==> src/rtl/alu_mul_sequencer_pkg.sv <==
// ---------------------------------------------------------------------------
// alu_mul_sequencer_pkg
// Shared constants and types for the ALU-stage multiply sequencer:
//   - control-unit decode values that identify an R-type MUL
//   - operand width
//   - sequencer state encoding
//   - is_mul_op() helper used by the sequencer decode
// ---------------------------------------------------------------------------
package alu_mul_sequencer_pkg;

    localparam logic [1:0] ALU_OP_RTYPE = 2'b10;
    localparam logic [5:0] FUNCT_MUL    = 6'h18;

    localparam int OP_W = 32;

    typedef enum logic [1:0] {
        S_IDLE = 2'd0,
        S_RUN  = 2'd1,
        S_DONE = 2'd2
    } seq_state_t;

    function automatic logic is_mul_op(input logic [1:0] op, input logic [5:0] funct);
        return (op == ALU_OP_RTYPE) && (funct == FUNCT_MUL);
    endfunction

endpackage

==> src/rtl/alu_mul_sequencer_if.sv <==
// ---------------------------------------------------------------------------
// alu_mul_sequencer_if
// Issue/result bundle between decode (master) and the multiply sequencer
// (slave).
//   issue_valid   decode presents an op this cycle
//   issue_ready   sequencer can accept an op
//   alu_op        ALU_OP from the control unit
//   alu_function  funct field, instruction[5:0]
//   opA / opB     multiplicand / multiplier
//   flush         synchronous pipeline flush
//   stall         freeze fetch/decode and ALU-stage input registers
//   busy          multiply sequence in progress
//   mul_valid     product valid, one cycle
//   mul_result    low 32 bits of opA*opB
// ---------------------------------------------------------------------------
interface alu_mul_sequencer_if;
    import alu_mul_sequencer_pkg::*;

    logic            issue_valid;
    logic            issue_ready;
    logic [1:0]      alu_op;
    logic [5:0]      alu_function;
    logic [OP_W-1:0] opA;
    logic [OP_W-1:0] opB;
    logic            flush;
    logic            stall;
    logic            busy;
    logic            mul_valid;
    logic [OP_W-1:0] mul_result;

    modport master (
        output issue_valid, alu_op, alu_function, opA, opB, flush,
        input  issue_ready, stall, busy, mul_valid, mul_result
    );

    modport slave (
        input  issue_valid, alu_op, alu_function, opA, opB, flush,
        output issue_ready, stall, busy, mul_valid, mul_result
    );

endinterface

==> src/rtl/alu_mul_sequencer_mul_shift_add.sv <==
// ---------------------------------------------------------------------------
// mul_shift_add
// Shift-add datapath for the iterative multiplier. One step per cycle:
// conditionally add the multiplicand into the accumulator, then shift the
// multiplicand left and the multiplier right.
// Ports:
//   clk, reset   clock / async active-high reset
//   load         capture operands, clear acc and cnt
//   step         perform one shift-add iteration
//   clear        drop any sequence in progress (highest priority after reset)
//   load_mcand   multiplicand to capture on load
//   load_mplier  multiplier to capture on load
//   acc          accumulator (low 32 bits of the running product)
//   last         the current step is the final one of the sequence
// ---------------------------------------------------------------------------
module mul_shift_add
    import alu_mul_sequencer_pkg::*;
#(
    parameter int MUL_ITER   = 32,
    parameter bit EARLY_EXIT = 1'b1
) (
    input  logic            clk,
    input  logic            reset,
    input  logic            load,
    input  logic            step,
    input  logic            clear,
    input  logic [OP_W-1:0] load_mcand,
    input  logic [OP_W-1:0] load_mplier,
    output logic [OP_W-1:0] acc,
    output logic            last
);

    localparam int             CNT_W    = $clog2(MUL_ITER) + 1;
    localparam logic [CNT_W-1:0] CNT_LAST = CNT_W'(MUL_ITER - 1);

    logic [OP_W-1:0]  mcand_q;
    logic [OP_W-1:0]  mplier_q;
    logic [OP_W-1:0]  acc_q;
    logic [CNT_W-1:0] cnt_q;
    logic             mplier_next_zero;

    always_ff @(posedge clk or posedge reset) begin
        if (reset) begin
            mcand_q  <= '0;
            mplier_q <= '0;
            acc_q    <= '0;
            cnt_q    <= '0;
        end else if (clear) begin
            mcand_q  <= '0;
            mplier_q <= '0;
            acc_q    <= '0;
            cnt_q    <= '0;
        end else if (load) begin
            mcand_q  <= load_mcand;
            mplier_q <= load_mplier;
            acc_q    <= '0;
            cnt_q    <= '0;
        end else if (step) begin
            if (mplier_q[0]) begin
                acc_q <= acc_q + mcand_q;
            end
            mcand_q  <= mcand_q << 1;
            mplier_q <= mplier_q >> 1;
            cnt_q    <= cnt_q + 1'b1;
        end
    end

    // Multiplier after this step's shift is zero iff no bits above bit 0 remain.
    assign mplier_next_zero = (mplier_q[OP_W-1:1] == '0);

    assign last = (cnt_q == CNT_LAST) || (EARLY_EXIT && mplier_next_zero);
    assign acc  = acc_q;

endmodule

==> src/rtl/alu_mul_sequencer.sv <==
// ---------------------------------------------------------------------------
// alu_mul_sequencer
// Issue-side controller for the ALU stage. Single-cycle ops pass through
// without any effect here; R-type MUL is run as an iterative shift-add
// sequence while the upstream pipeline is held by stall.
// Ports:
//   clk     system clock, rising edge
//   reset   asynchronous active-high reset, clears all state
//   bus     alu_mul_sequencer_if.slave (issue handshake, operands, flush,
//           stall/busy status and registered product)
// Parameters:
//   MUL_ITER    maximum shift-add iterations (operand width)
//   EARLY_EXIT  1: stop once the remaining multiplier is zero
//
// state  | meaning
// -------+--------------------------------------------------------------
// S_IDLE | no multiply in flight, ready to accept
// S_RUN  | shift-add iterations in progress, upstream stalled
// S_DONE | product presented for one cycle, may accept the next op
// ---------------------------------------------------------------------------
module alu_mul_sequencer
    import alu_mul_sequencer_pkg::*;
#(
    parameter int MUL_ITER   = 32,
    parameter bit EARLY_EXIT = 1'b1
) (
    input  logic                clk,
    input  logic                reset,
    alu_mul_sequencer_if.slave  bus
);

    seq_state_t      state_q;
    seq_state_t      state_d;
    logic            is_mul;
    logic            accept;
    logic            load;
    logic            step;
    logic            clear;
    logic            last;
    logic            mul_valid_q;
    logic [OP_W-1:0] acc;

    assign is_mul = is_mul_op(bus.alu_op, bus.alu_function);

    // Reset gates accept so stall reads low while reset is held even if
    // decode keeps presenting a MUL.
    assign accept = bus.issue_valid && bus.issue_ready && !bus.flush && !reset;

    always_ff @(posedge clk or posedge reset) begin
        if (reset) begin
            state_q     <= S_IDLE;
            mul_valid_q <= 1'b0;
        end else begin
            state_q     <= state_d;
            // DONE is only ever entered from the final RUN step.
            mul_valid_q <= (state_d == S_DONE);
        end
    end

    always_comb begin
        state_d = state_q;
        load    = 1'b0;
        step    = 1'b0;
        clear   = 1'b0;
        if (bus.flush) begin
            state_d = S_IDLE;
            clear   = 1'b1;
        end else begin
            case (state_q)
                S_IDLE, S_DONE: begin
                    if (accept && is_mul) begin
                        load    = 1'b1;
                        state_d = S_RUN;
                    end else begin
                        state_d = S_IDLE;
                    end
                end
                S_RUN: begin
                    step = 1'b1;
                    if (last) begin
                        state_d = S_DONE;
                    end
                end
                default: begin
                    state_d = S_IDLE;
                end
            endcase
        end
    end

    mul_shift_add #(
        .MUL_ITER   (MUL_ITER),
        .EARLY_EXIT (EARLY_EXIT)
    ) u_mul_shift_add (
        .clk         (clk),
        .reset       (reset),
        .load        (load),
        .step        (step),
        .clear       (clear),
        .load_mcand  (bus.opA),
        .load_mplier (bus.opB),
        .acc         (acc),
        .last        (last)
    );

    assign bus.issue_ready = (state_q != S_RUN);
    assign bus.busy        = (state_q == S_RUN);
    assign bus.stall       = (state_q == S_RUN) || (accept && is_mul);
    assign bus.mul_valid   = mul_valid_q;
    // The accumulator is already a register and holds the final product
    // through the DONE cycle.
    assign bus.mul_result  = acc;

endmodule

==> src/flat_wrapper.sv <==
// flat-port wrapper written by rule: the top's interface ports become plain ports
module alu_mul_sequencer_flat import alu_mul_sequencer_pkg::*;
#(
    parameter int MUL_ITER   = 32,
    parameter bit EARLY_EXIT = 1'b1
)
  (clk, reset, bus_issue_valid, bus_alu_op, bus_alu_function, bus_opA, bus_opB, bus_flush, bus_issue_ready, bus_stall, bus_busy, bus_mul_valid, bus_mul_result);
  alu_mul_sequencer_if bus_i ();
  input  logic clk;
  input  logic reset;
  input wire logic [$bits(bus_i.issue_valid)-1:0] bus_issue_valid;
  input wire logic [$bits(bus_i.alu_op)-1:0] bus_alu_op;
  input wire logic [$bits(bus_i.alu_function)-1:0] bus_alu_function;
  input wire logic [$bits(bus_i.opA)-1:0] bus_opA;
  input wire logic [$bits(bus_i.opB)-1:0] bus_opB;
  input wire logic [$bits(bus_i.flush)-1:0] bus_flush;
  output wire logic [$bits(bus_i.issue_ready)-1:0] bus_issue_ready;
  output wire logic [$bits(bus_i.stall)-1:0] bus_stall;
  output wire logic [$bits(bus_i.busy)-1:0] bus_busy;
  output wire logic [$bits(bus_i.mul_valid)-1:0] bus_mul_valid;
  output wire logic [$bits(bus_i.mul_result)-1:0] bus_mul_result;
  assign bus_i.issue_valid = bus_issue_valid;
  assign bus_i.alu_op = bus_alu_op;
  assign bus_i.alu_function = bus_alu_function;
  assign bus_i.opA = bus_opA;
  assign bus_i.opB = bus_opB;
  assign bus_i.flush = bus_flush;
  assign bus_issue_ready = bus_i.issue_ready;
  assign bus_stall = bus_i.stall;
  assign bus_busy = bus_i.busy;
  assign bus_mul_valid = bus_i.mul_valid;
  assign bus_mul_result = bus_i.mul_result;
  alu_mul_sequencer #(.MUL_ITER(MUL_ITER), .EARLY_EXIT(EARLY_EXIT)) u_core (.clk(clk), .reset(reset), .bus(bus_i));
endmodule
==> config.mk <==
export PLATFORM = sky130hd
export DESIGN_NAME = alu_mul_sequencer_flat
export DESIGN_NICKNAME = d
export VERILOG_FILES = /design/src/rtl/alu_mul_sequencer_pkg.sv /design/src/rtl/alu_mul_sequencer_if.sv /design/src/rtl/alu_mul_sequencer_mul_shift_add.sv /design/src/rtl/alu_mul_sequencer.sv /design/src/flat_wrapper.sv
export SDC_FILE = /design/constraint.sdc
export NUM_CORES = 1
export LEC_CHECK = 0
export BUFFER_PORTS_ARGS = -buffer_cell sky130_fd_sc_hd__buf_4
export CAP_MARGIN = 20
export CORE_MARGIN = 2
export CORE_UTILIZATION = 52
export DETAILED_ROUTE_END_ITERATION = 10
export HOLD_SLACK_MARGIN = 0.02
export PLACE_DENSITY = 0.78
export RECOVER_POWER = 100
export SKIP_LAST_GASP = 1
export SLEW_MARGIN = 5
export SYNTH_ARGS = -nofsm -noshare
export SYNTH_HDL_FRONTEND = slang
export SYNTH_HIERARCHICAL = 1
export SYNTH_SLANG_ARGS = --single-unit
==> constraint.sdc <==
create_clock -name clk -period 2.7 [get_ports clk]
set_input_delay 0.135 -clock clk [delete_from_list [all_inputs] [get_ports clk]]
set_output_delay 0.135 -clock clk [all_outputs]
set_load 0.02 [all_outputs]
==> impl_metrics.yaml, run 1 <==
worst_setup_path:
  crit_buf_inv: 0
  start_kind: "register"
  required_ps: 3000
  cp-end-kind: "register"
  path_cells: "ha_2 -> and4_2 -> and3_1 -> o2111ai_1 -> nand3_2 -> a31oi_1 -> or3_1 -> a31o_1 -> a21oi_2"
  critPathMaxStageDelay_ps: 420
  critical_path_class: "reg -> reg"
  reg2reg_slack_ps: 80
  cp_top_family: "simple AND/OR/NAND/NOR gates"
  crit_arrival_ps: 2920
  crit_path_top_delay_cell: "ha_2"
  path_max_fanout: 7
sta:
  tightest_slew_ps: 1218
  finalHoldViolations: 0
  setup_viol: 0
  period_needed_ps: 2615
  holdWs_ps: 20.25
  tns_ps: 0
  finalMaxSlewViolations: 0
  min_period_over_period_pct: 96.87
  clock_skew_ps: 10.38
  fmax_ghz: 0.3824
  slew_headroom_pct: 18.37
  rsz0062_at_grt: "yes"
logic_synthesis:
  ys_warn_count: 6
  synth.distinct_cells: 56
  synth-seq-cells: 105
  yosys-top-cells-area: "dfrtp_1 40%, mux2i_1 10%, nor2_1 9.5%"
  synthFlopType: "dfrtp_1"
  yosysTopAreaCell: "dfrtp_1"
  syn_inst: 759
  synth_nets: 868
  yosys.area.top_type_share_pct: 40.29
  synth_area_per_cell_sq_um: 8.592
  netlist_area_sq_mm: 0.006521
  synth-edff-count: 0
  seq_area_frac_synth_pct: 40.29
  async_reset_ff_share_pct: 100.0
power_and_ir_drop:
  vdd_drop_max_mv: 0.3850
  power_leakage_nw: 3.769
  power_density_mw_per_mm2: 393.0
  power_w: 0.003210
floorplan:
  die_w_um: 116.0
  start_util_pct: 53.84
  rows: 40
  die_y_um: 116.0
  pin_count: 112
  core_area_sq_mm: 0.01211
  die_area_sq_mm: 0.01345
layout:
  syn_to_final_growth_pct: 25.25
  seq_area_sq_mm: 0.002628
  fillers: 999
  final_cell_mix: "164 x nor2_1, 107 x a21oi_1, 105 x dfrtp_1"
  final_common_cell: "nor2_1"
  drive_gt1_share_pct: 15.00
  fin_util_pct: 67.44
  design_area_sq_mm: 0.008168
  diodes: 0
  final_nets: 1004
  multiInputGateArea_sq_mm: 0.003762
route:
  wire_per_inst_um: 16.77
  drtAntennaViolNets: 0
  num_vias: 6028
  drc_errors: 0
  drt-vias-per-instance: 5.644
  drtIter0Drc: 515
  dr.pass1.iters: 5
  wirelength_mm: 17.91
cts:
  clk_pin_slew_ps: 80
  cts-htree-levels: 3
  tritoncts: "yes"
  clock_path_buffers: 2
  cts_sinks: 105
  cts_buffers: 9
  root_buffer: "clkbuf_16"
  insertion_delay_ps: 370
grt:
  grt_max_degree: 127
  grt_pass1_wl_mm: 28.28
  grt_antenna_before_repair: 0
  grt_pass1_vias: 5755
  grt_usage_pct: 26.96
  grt_remaining_overflow: 0
placement:
  port_buffers: 111
  dp_hpwl_mm: 12.32
  dpl-instance-area_sq_mm: 0.007542
  routabilityCongestion: 0.9060
hold_path:
  hp-class: "in -> reg"
job:
  drv_cap: 0
run_status:
  outcome: "complete, no violations"
sequential cells by signal, indices dropped and copies added, names as in the netlist:
name and flops:
u_core/u_mul_shift_add/cnt_q 6, u_core/u_mul_shift_add/mplier_q 32, u_core/bus.mul_valid 1, u_core/u_mul_shift_add/mcand_q 32, u_core/u_mul_shift_add/acc 32, u_core/state_q 2
cells in the mapped netlist, drive strengths merged (9+ instances only):
master  instances
nor2          165
a21oi         109
dfrtp         105
mux2i          66
nand2          54
ha             32
clkbuf         31
o21ai          20
nand3          15
xor2           13
inv            12
a21o           11
and3           10
buf             9
nor4            9
worst paths after layout:
check / start / to / cells after the start
max: u_core/u_mul_shift_add/mcand_q[16] / u_core/u_mul_shift_add/acc[31] / 9
min: bus_opB[23] / u_core/u_mul_shift_add/mplier_q[23] / 3
max reg2reg: u_core/u_mul_shift_add/mcand_q[16] / u_core/u_mul_shift_add/acc[31] / 9
min reg2reg: u_core/state_q[0] / u_core/state_q[0] / 1
max in group asynchronous: reset / u_core/u_mul_shift_add/mcand_q[1] / 4
min in group asynchronous: reset / u_core/bus.mul_valid / 3
metal layers:
layer	global-route usage (%)	vias up	wire length (um)
met5	0	-	0
met2	44.91	231	8649
li1	-	2960	-
met4	9.683	0	288
met1	35.12	2816	7824
met3	5.335	21	1144
layout make-up:
class                           count  share of cell area (%)
Sequential cell                   105                   32.17
Timing Repair Buffer              165                   14.71
Tap cell                          168                   2.574
Clock buffer                        9                   2.757
Clock inverter                      7                   1.164
Inverter                           12                  0.5668
Multi-Input combinational cell    602                   46.06
cell families after synthesis:
family / after synthesis / synth area share (%)
XOR/XNOR: 21 / 2.820
adder cells (fa/ha/maj): 33 / 6.447
flip-flops: 105 / 40.29
AND/OR/NAND/NOR: 298 / 20.68
multiplexers: 66 / 10.13
AO/OA/AOI/OAI: 184 / 16.60
buffers and inverters: 52 / 3.031
stage by stage:
| step | setup slack (ps) | cells |
|---|---|---|
| after floorplan | 49.04 | 759 |
| after global placement | 112.6 | 1010 |
| after detailed placement | 42.56 | 1010 |
| after CTS | 32.60 | 1059 |
| after global routing | -41.70 | 1068 |
| final | 84.64 | 1068 |
report_power, final:
part           switching, W  internal [W]
logic             0.0000950      0.000106
registers       0.000000344       0.00157
clock network      0.000625      0.000811
tightest hold or removal path, delay by kind of cell:
family | cells | cell delay (ps)
compound gates | 1 | 50
simple gates | 1 | 80
buf+inv | 1 | 80
what timing repair did:
action,CTS,global route
buffers inserted,0,9
gates resized for setup,0,15
hold buffers,33,0
setup endpoints to repair,0,8
hold endpoints to repair,61,0
No activity file was read; power rests on OpenSTA's default activity.
==> run 2: changes to the inputs <==
--- a/config.mk
+++ b/config.mk
@@ -11,7 +11,7 @@
 export CORE_UTILIZATION = 52
 export DETAILED_ROUTE_END_ITERATION = 10
 export HOLD_SLACK_MARGIN = 0.02
-export PLACE_DENSITY = 0.78
+export PLACE_DENSITY = 0.86
 export RECOVER_POWER = 100
 export SKIP_LAST_GASP = 1
 export SLEW_MARGIN = 5
==> run 2 against run 1 <==
Against the previous run:
- clock power shrank 8%
- power shrank 4.0%
- fmax is 1.2% lower
- critical path depth grew 4
- design area shrank 2.5%
- non-clock buffer count is 15 lower
- critical path type unchanged
- largest cell class unchanged
- largest power group unchanged
==> impl_metrics.yaml, run 2 (synthesis results as in run 1) <==
run_status:
  outcome: "complete, no violations"
layout:
  fillers: 1027
  drive_gt1_share_pct: 14.03
  final_cell_mix: "165 x nor2_1, 107 x a21oi_1, 105 x dfrtp_1"
  final_nets: 989
  final_common_cell: "nor2_1"
  syn_to_final_growth_pct: 22.10
  diodes: 0
  design_area_sq_mm: 0.007963
floorplan:
  rows: 40
  pin_count: 112
  die_area_sq_mm: 0.01345
  start_util_pct: 53.84
  die_y_um: 116.0
  core_area_sq_mm: 0.01211
  die_w_um: 116.0
sta:
  min_period_over_period_pct: 98.09
  period_needed_ps: 2648
  fmax_ghz: 0.3776
  rsz0062_at_grt: "yes"
  clock_skew_ps: 11.90
  slew_headroom_pct: 28.46
  setup_viol: 0
  tns_ps: 0
  finalMaxSlewViolations: 0
  finalHoldViolations: 0
  tightest_slew_ps: 1067
cts:
  clk_pin_slew_ps: 70
  tritoncts: "yes"
  root_buffer: "clkbuf_16"
  insertion_delay_ps: 350
  cts_sinks: 105
  cts-htree-levels: 3
  cts_buffers: 9
  clock_path_buffers: 2
hold_path:
  min_from: "bus_opB[30]"
  min_to: "u_core/u_mul_shift_add/mplier_q[30]"
  min_path_cells: 3
  hp-class: "in -> reg"
power_and_ir_drop:
  power_w: 0.003080
  vdd_drop_max_mv: 0.3037
  power_density_mw_per_mm2: 386.9
  power_leakage_nw: 3.696
worst_setup_path:
  required_ps: 2920
  cp_top_family: "compound AO/OA/AOI/OAI gates"
  critical_path_class: "reg -> reg"
  r2r_cells: 13
  r2r_start: "u_core/u_mul_shift_add/acc[0]"
  path_cells: "ha_2 -> inv_1 -> fa_1 -> nor2b_2 -> o31a_1 -> buf_4 -> buf_4 -> or2_1 -> a31oi_2 -> o21bai_1 -> a21oi_1 -> xor2_1 -> o21ai_1"
  r2r_end: "u_core/u_mul_shift_add/acc[10]"
  crit_path_top_delay_cell: "dfrtp_1"
  critPathMaxStageDelay_ps: 400
  cp-end-kind: "register"
  crit_arrival_ps: 2870
  crit_buf_inv: 3
  path_max_fanout: 3
  start_kind: "register"
  reg2reg_slack_ps: 50
  worst_path_most_repeated_cell: "buf_4"
placement:
  routabilityCongestion: 0.9312
  dpl-instance-area_sq_mm: 0.007555
  port_buffers: 111
  dp_hpwl_mm: 11.87
route:
  highest_layer: "met4"
  wl_met1_mm: 7.097
  drtAntennaViolNets: 0
  wire_per_inst_um: 16.39
  wirelength_mm: 17.24
  drt-vias-per-instance: 5.809
  drc_errors: 0
  wl_met2_mm: 8.567
  dr.pass1.iters: 5
  dr_wl_met3_um: 967
  drtIter0Drc: 446
  num_vias: 6111
grt:
  grt_usage_pct: 26.09
  grt_remaining_overflow: 0
  grt_pass1_vias: 5795
  grt_antenna_before_repair: 0
  grt_pass1_wl_mm: 27.80
  grt_max_degree: 118
job:
  drv_cap: 0
[run 2: cell count changes in the layout (fill, tap and decap cells not counted), moves of 3 or more]
cell,before,now
clkbuf_1,34,37
clkinvlp_4,4,1
buf_4,95,90
dlygate4sd3_1,33,20
[run 2: metrics by stage]
| stage | instances | setup slack (ps) | utilization [%] | hold slack (ps) |
|---|---|---|---|---|
| after floorplan | 759 | 49.04 | - | -111.4 |
| after global placement | 1010 | 130.8 | 62.38 | 48.63 |
| after detailed placement | 1010 | -15.88 | 62.38 | 56.40 |
| after CTS | 1045 | -10.93 | 66.52 | 20.21 |
| after global routing | 1052 | -39.32 | 65.74 | 24.35 |
| final | 1052 | 51.69 | 65.74 | 23.28 |
[run 2: worst max path at each step]
stage | cells after the start | slack (ps) | end | from
2_1_floorplan | 11 | 50 | u_core/u_mul_shift_add/acc[26] | u_core/u_mul_shift_add/acc[0]
3_3_place_gp | 11 | 130 | u_core/u_mul_shift_add/acc[26] | u_core/u_mul_shift_add/acc[0]
3_5_place_dp | 11 | -20 | u_core/u_mul_shift_add/acc[26] | u_core/u_mul_shift_add/acc[0]
4_1_cts | 11 | -10 | u_core/u_mul_shift_add/acc[26] | u_core/u_mul_shift_add/acc[0]
5_1_grt | 13 | -40 | u_core/u_mul_shift_add/acc[10] | u_core/u_mul_shift_add/acc[0]
6_report | 13 | 50 | u_core/u_mul_shift_add/acc[10] | u_core/u_mul_shift_add/acc[0]
[run 2: report_power, final]
group | internal, W | switching, W
clock network | 0.000742 | 0.000583
logic | 0.0000944 | 0.0000890
registers | 0.00157 | 0.000000311
[run 2: final cells by class]
class / count / area, sq um / area share (%)
sequential: 105 / 2628 / 33.00
multi-input combinational: 602 / 3724 / 46.76
clock buffer: 11 / 242.7 / 3.048
inverter: 12 / 46.29 / 0.5814
clock inverter: 4 / 51.30 / 0.6442
timing repair buffer: 150 / 1061 / 13.32
tap: 168 / 210.2 / 2.640
[run 2: worst reg2reg max path: stages, from the launching register on]
cell and delay [ps]:
dfrtp_1 400, ha_2 210, inv_1 70, fa_1 190, nor2b_2 50, o31a_1 320, buf_4 150, buf_4 120
or2_1 250, a31oi_2 230, o21bai_1 80, a21oi_1 180, xor2_1 170, o21ai_1 70
[run 2: repair_timing]
action / in CTS / in global routing
setup endpoints to repair: 2 / 5
gates resized for setup: 2 / 7
pin swaps: 0 / 3
endpoints found under the hold margin: 42 / 0
buffers inserted: 0 / 7
hold buffers: 20 / 0
[run 2: routing by layer]
layer  vias up  track usage [%]
li1       2932                -
met1      2910            33.07
met2       222            44.37
met3        47            4.184
met4         0            11.19
met5         -                0
==> run 3: changes to the inputs <==
--- a/config.mk
+++ b/config.mk
@@ -11,6 +11,7 @@
 export CORE_UTILIZATION = 52
 export DETAILED_ROUTE_END_ITERATION = 10
 export HOLD_SLACK_MARGIN = 0.02
+export MAX_ROUTING_LAYER = met4
 export PLACE_DENSITY = 0.86
 export RECOVER_POWER = 100
 export SKIP_LAST_GASP = 1
==> run 3 against run 2 <==
Against the previous run:
- power decreased by 1.0%
- critical path type unchanged
- clock skew fell by 2.1 ps
- core utilization decreased by 1.9 points
- sequential power about the same
- sequential cell count is the same
- via count decreased by 3.7%
- die area unchanged
- clock-buffer cell count down 1
- highest routed layer unchanged
==> impl_metrics.yaml, run 3 (synthesis results as in run 1) <==
worst_setup_path:
  cp-end-kind: "register"
  reg2reg_slack_ps: 6
  r2r_cells: 11
  critical_path_class: "reg -> reg"
  r2r_end: "u_core/u_mul_shift_add/acc[26]"
  required_ps: 2920
  start_kind: "register"
  r2r_start: "u_core/u_mul_shift_add/mcand_q[0]"
  path_max_fanout: 4
  crit_arrival_ps: 2920
grt:
  grt_pass1_wl_mm: 26.32
  grt_pass1_vias: 5493
  grt_antenna_before_repair: 0
  grt_max_degree: 103
  grt_remaining_overflow: 0
  grt_usage_pct: 25.28
sta:
  tightest_slew_ps: 1370
  slew_headroom_pct: 8.646
  setup_viol: 0
  finalMaxSlewViolations: 0
  holdWs_ps: 24.31
  clock_skew_ps: 9.801
  min_period_over_period_pct: 99.79
  fmax_ghz: 0.3712
  rsz0062_at_grt: "yes"
  finalHoldViolations: 0
  period_needed_ps: 2694
floorplan:
  die_w_um: 116.0
  start_util_pct: 53.84
  core_area_sq_mm: 0.01211
  pin_count: 112
  die_area_sq_mm: 0.01345
  die_y_um: 116.0
  rows: 40
route:
  wirelength_mm: 16.23
  highest_layer: "met4"
  num_vias: 5886
  wl_met1_mm: 7.106
  drc_errors: 0
  dr_wl_met3_um: 896
  drtAntennaViolNets: 0
  drtIter0Drc: 435
  wire_per_inst_um: 15.76
  dr.pass1.iters: 5
  drt-vias-per-instance: 5.715
  wl_met2_mm: 7.887
cts:
  cts-htree-levels: 3
  clk_pin_slew_ps: 70
  cts_buffers: 9
  clock_path_buffers: 2
  root_buffer: "clkbuf_16"
  tritoncts: "yes"
  insertion_delay_ps: 350
  cts_sinks: 105
hold_path:
  min_path_cells: 3
  hp-class: "in -> reg"
  min_from: "bus_opB[17]"
  min_to: "u_core/u_mul_shift_add/mplier_q[17]"
placement:
  dp_hpwl_mm: 11.32
  dpl-instance-area_sq_mm: 0.007527
  routabilityCongestion: 0.9534
  port_buffers: 111
layout:
  syn_to_final_growth_pct: 18.61
  design_area_sq_mm: 0.007735
  diodes: 0
  final_cell_mix: "165 x nor2_1, 107 x a21oi_1, 105 x dfrtp_1"
  fin_util_pct: 63.86
  final_common_cell: "nor2_1"
  final_nets: 967
  fillers: 1043
  drive_gt1_share_pct: 13.46
power_and_ir_drop:
  vdd_drop_max_mv: 0.3522
  power_density_mw_per_mm2: 394.3
  power_leakage_nw: 3.623
job:
  drv_cap: 0
run_status:
  outcome: "complete, no violations"
[run 3: changes by cell type in the layout (fill, tap and decap cells not counted), sizes merged]
cell	change
clkbuf	-2
clkinv	+2
buf	-5
inv	-1
dlygate4sd3	-16
[run 3: layout make-up]
class | instances | area (sq um) | area share, %
Tap cell | 168 | 210.2 | 2.718
Clock buffer | 10 | 239.0 | 3.090
Timing Repair Buffer | 128 | 848.3 | 10.97
Sequential cell | 105 | 2628 | 33.97
Inverter | 12 | 48.80 | 0.6309
Clock inverter | 5 | 56.30 | 0.7279
Multi-Input combinational cell | 602 | 3705 | 47.90
[run 3: through the flow]
| stage | cells | worst slack (ps) | TNS [ps] | total power (W) |
|---|---|---|---|---|
| after floorplan | 759 | 49.04 | 0 | 0.001654 |
| after global placement | 1008 | 121.4 | 0 | 0.001768 |
| after detailed placement | 1008 | -18.00 | -18.00 | 0.001770 |
| after CTS | 1028 | 29.23 | 0 | 0.003073 |
| after global routing | 1030 | -60.96 | -70.09 | 0.003152 |
| final | 1030 | 5.738 | 0 | 0.003050 |
[run 3: worst max-delay path, cell delays in order (launching register included)]
cell and delay [ps]:
dfrtp_1 370, ha_2 200, inv_1 50, fa_1 390
nor2b_2 190, o31a_1 190, o211ai_1 150, a21o_1 250
a21oi_2 170, o211ai_1 120, and4_1 240, a221o_1 270
[run 3: power by group]
part           internal (W)  total [W]  switching (W)
sequential          0.00157    0.00157    0.000000312
clock              0.000738    0.00131       0.000574
combinational     0.0000791   0.000165      0.0000860
[run 3: what timing repair did]
action / in CTS / in global routing
buffers inserted: 1 / 2
resized for setup: 1 / 4
hold buffers: 4 / 0
endpoints found under the setup margin: 1 / 6
endpoints found under the hold margin: 108 / 0
pin swaps: 1 / 2
[run 3: how the worst max path moves through the flow]
stage | to | slack (ps) | cells after the start | startpoint
finish | u_core/u_mul_shift_add/acc[26] | 6 | 11 | u_core/u_mul_shift_add/mcand_q[0]
global route | u_core/u_mul_shift_add/acc[26] | -60 | 11 | u_core/u_mul_shift_add/mcand_q[0]
CTS | u_core/u_mul_shift_add/acc[26] | 30 | 11 | u_core/u_mul_shift_add/acc[0]
detailed placement | u_core/u_mul_shift_add/acc[26] | -20 | 11 | u_core/u_mul_shift_add/acc[0]
global placement | u_core/u_mul_shift_add/acc[26] | 120 | 11 | u_core/u_mul_shift_add/acc[0]
floorplan | u_core/u_mul_shift_add/acc[26] | 50 | 11 | u_core/u_mul_shift_add/acc[0]
[run 3: routing by layer]
metal / global-route usage [%] / vias to the layer above
met5: - / -
met4: 9.206 / 0
met3: 3.870 / 26
met2: 40.55 / 204
met1: 32.71 / 2771
li1: - / 2885
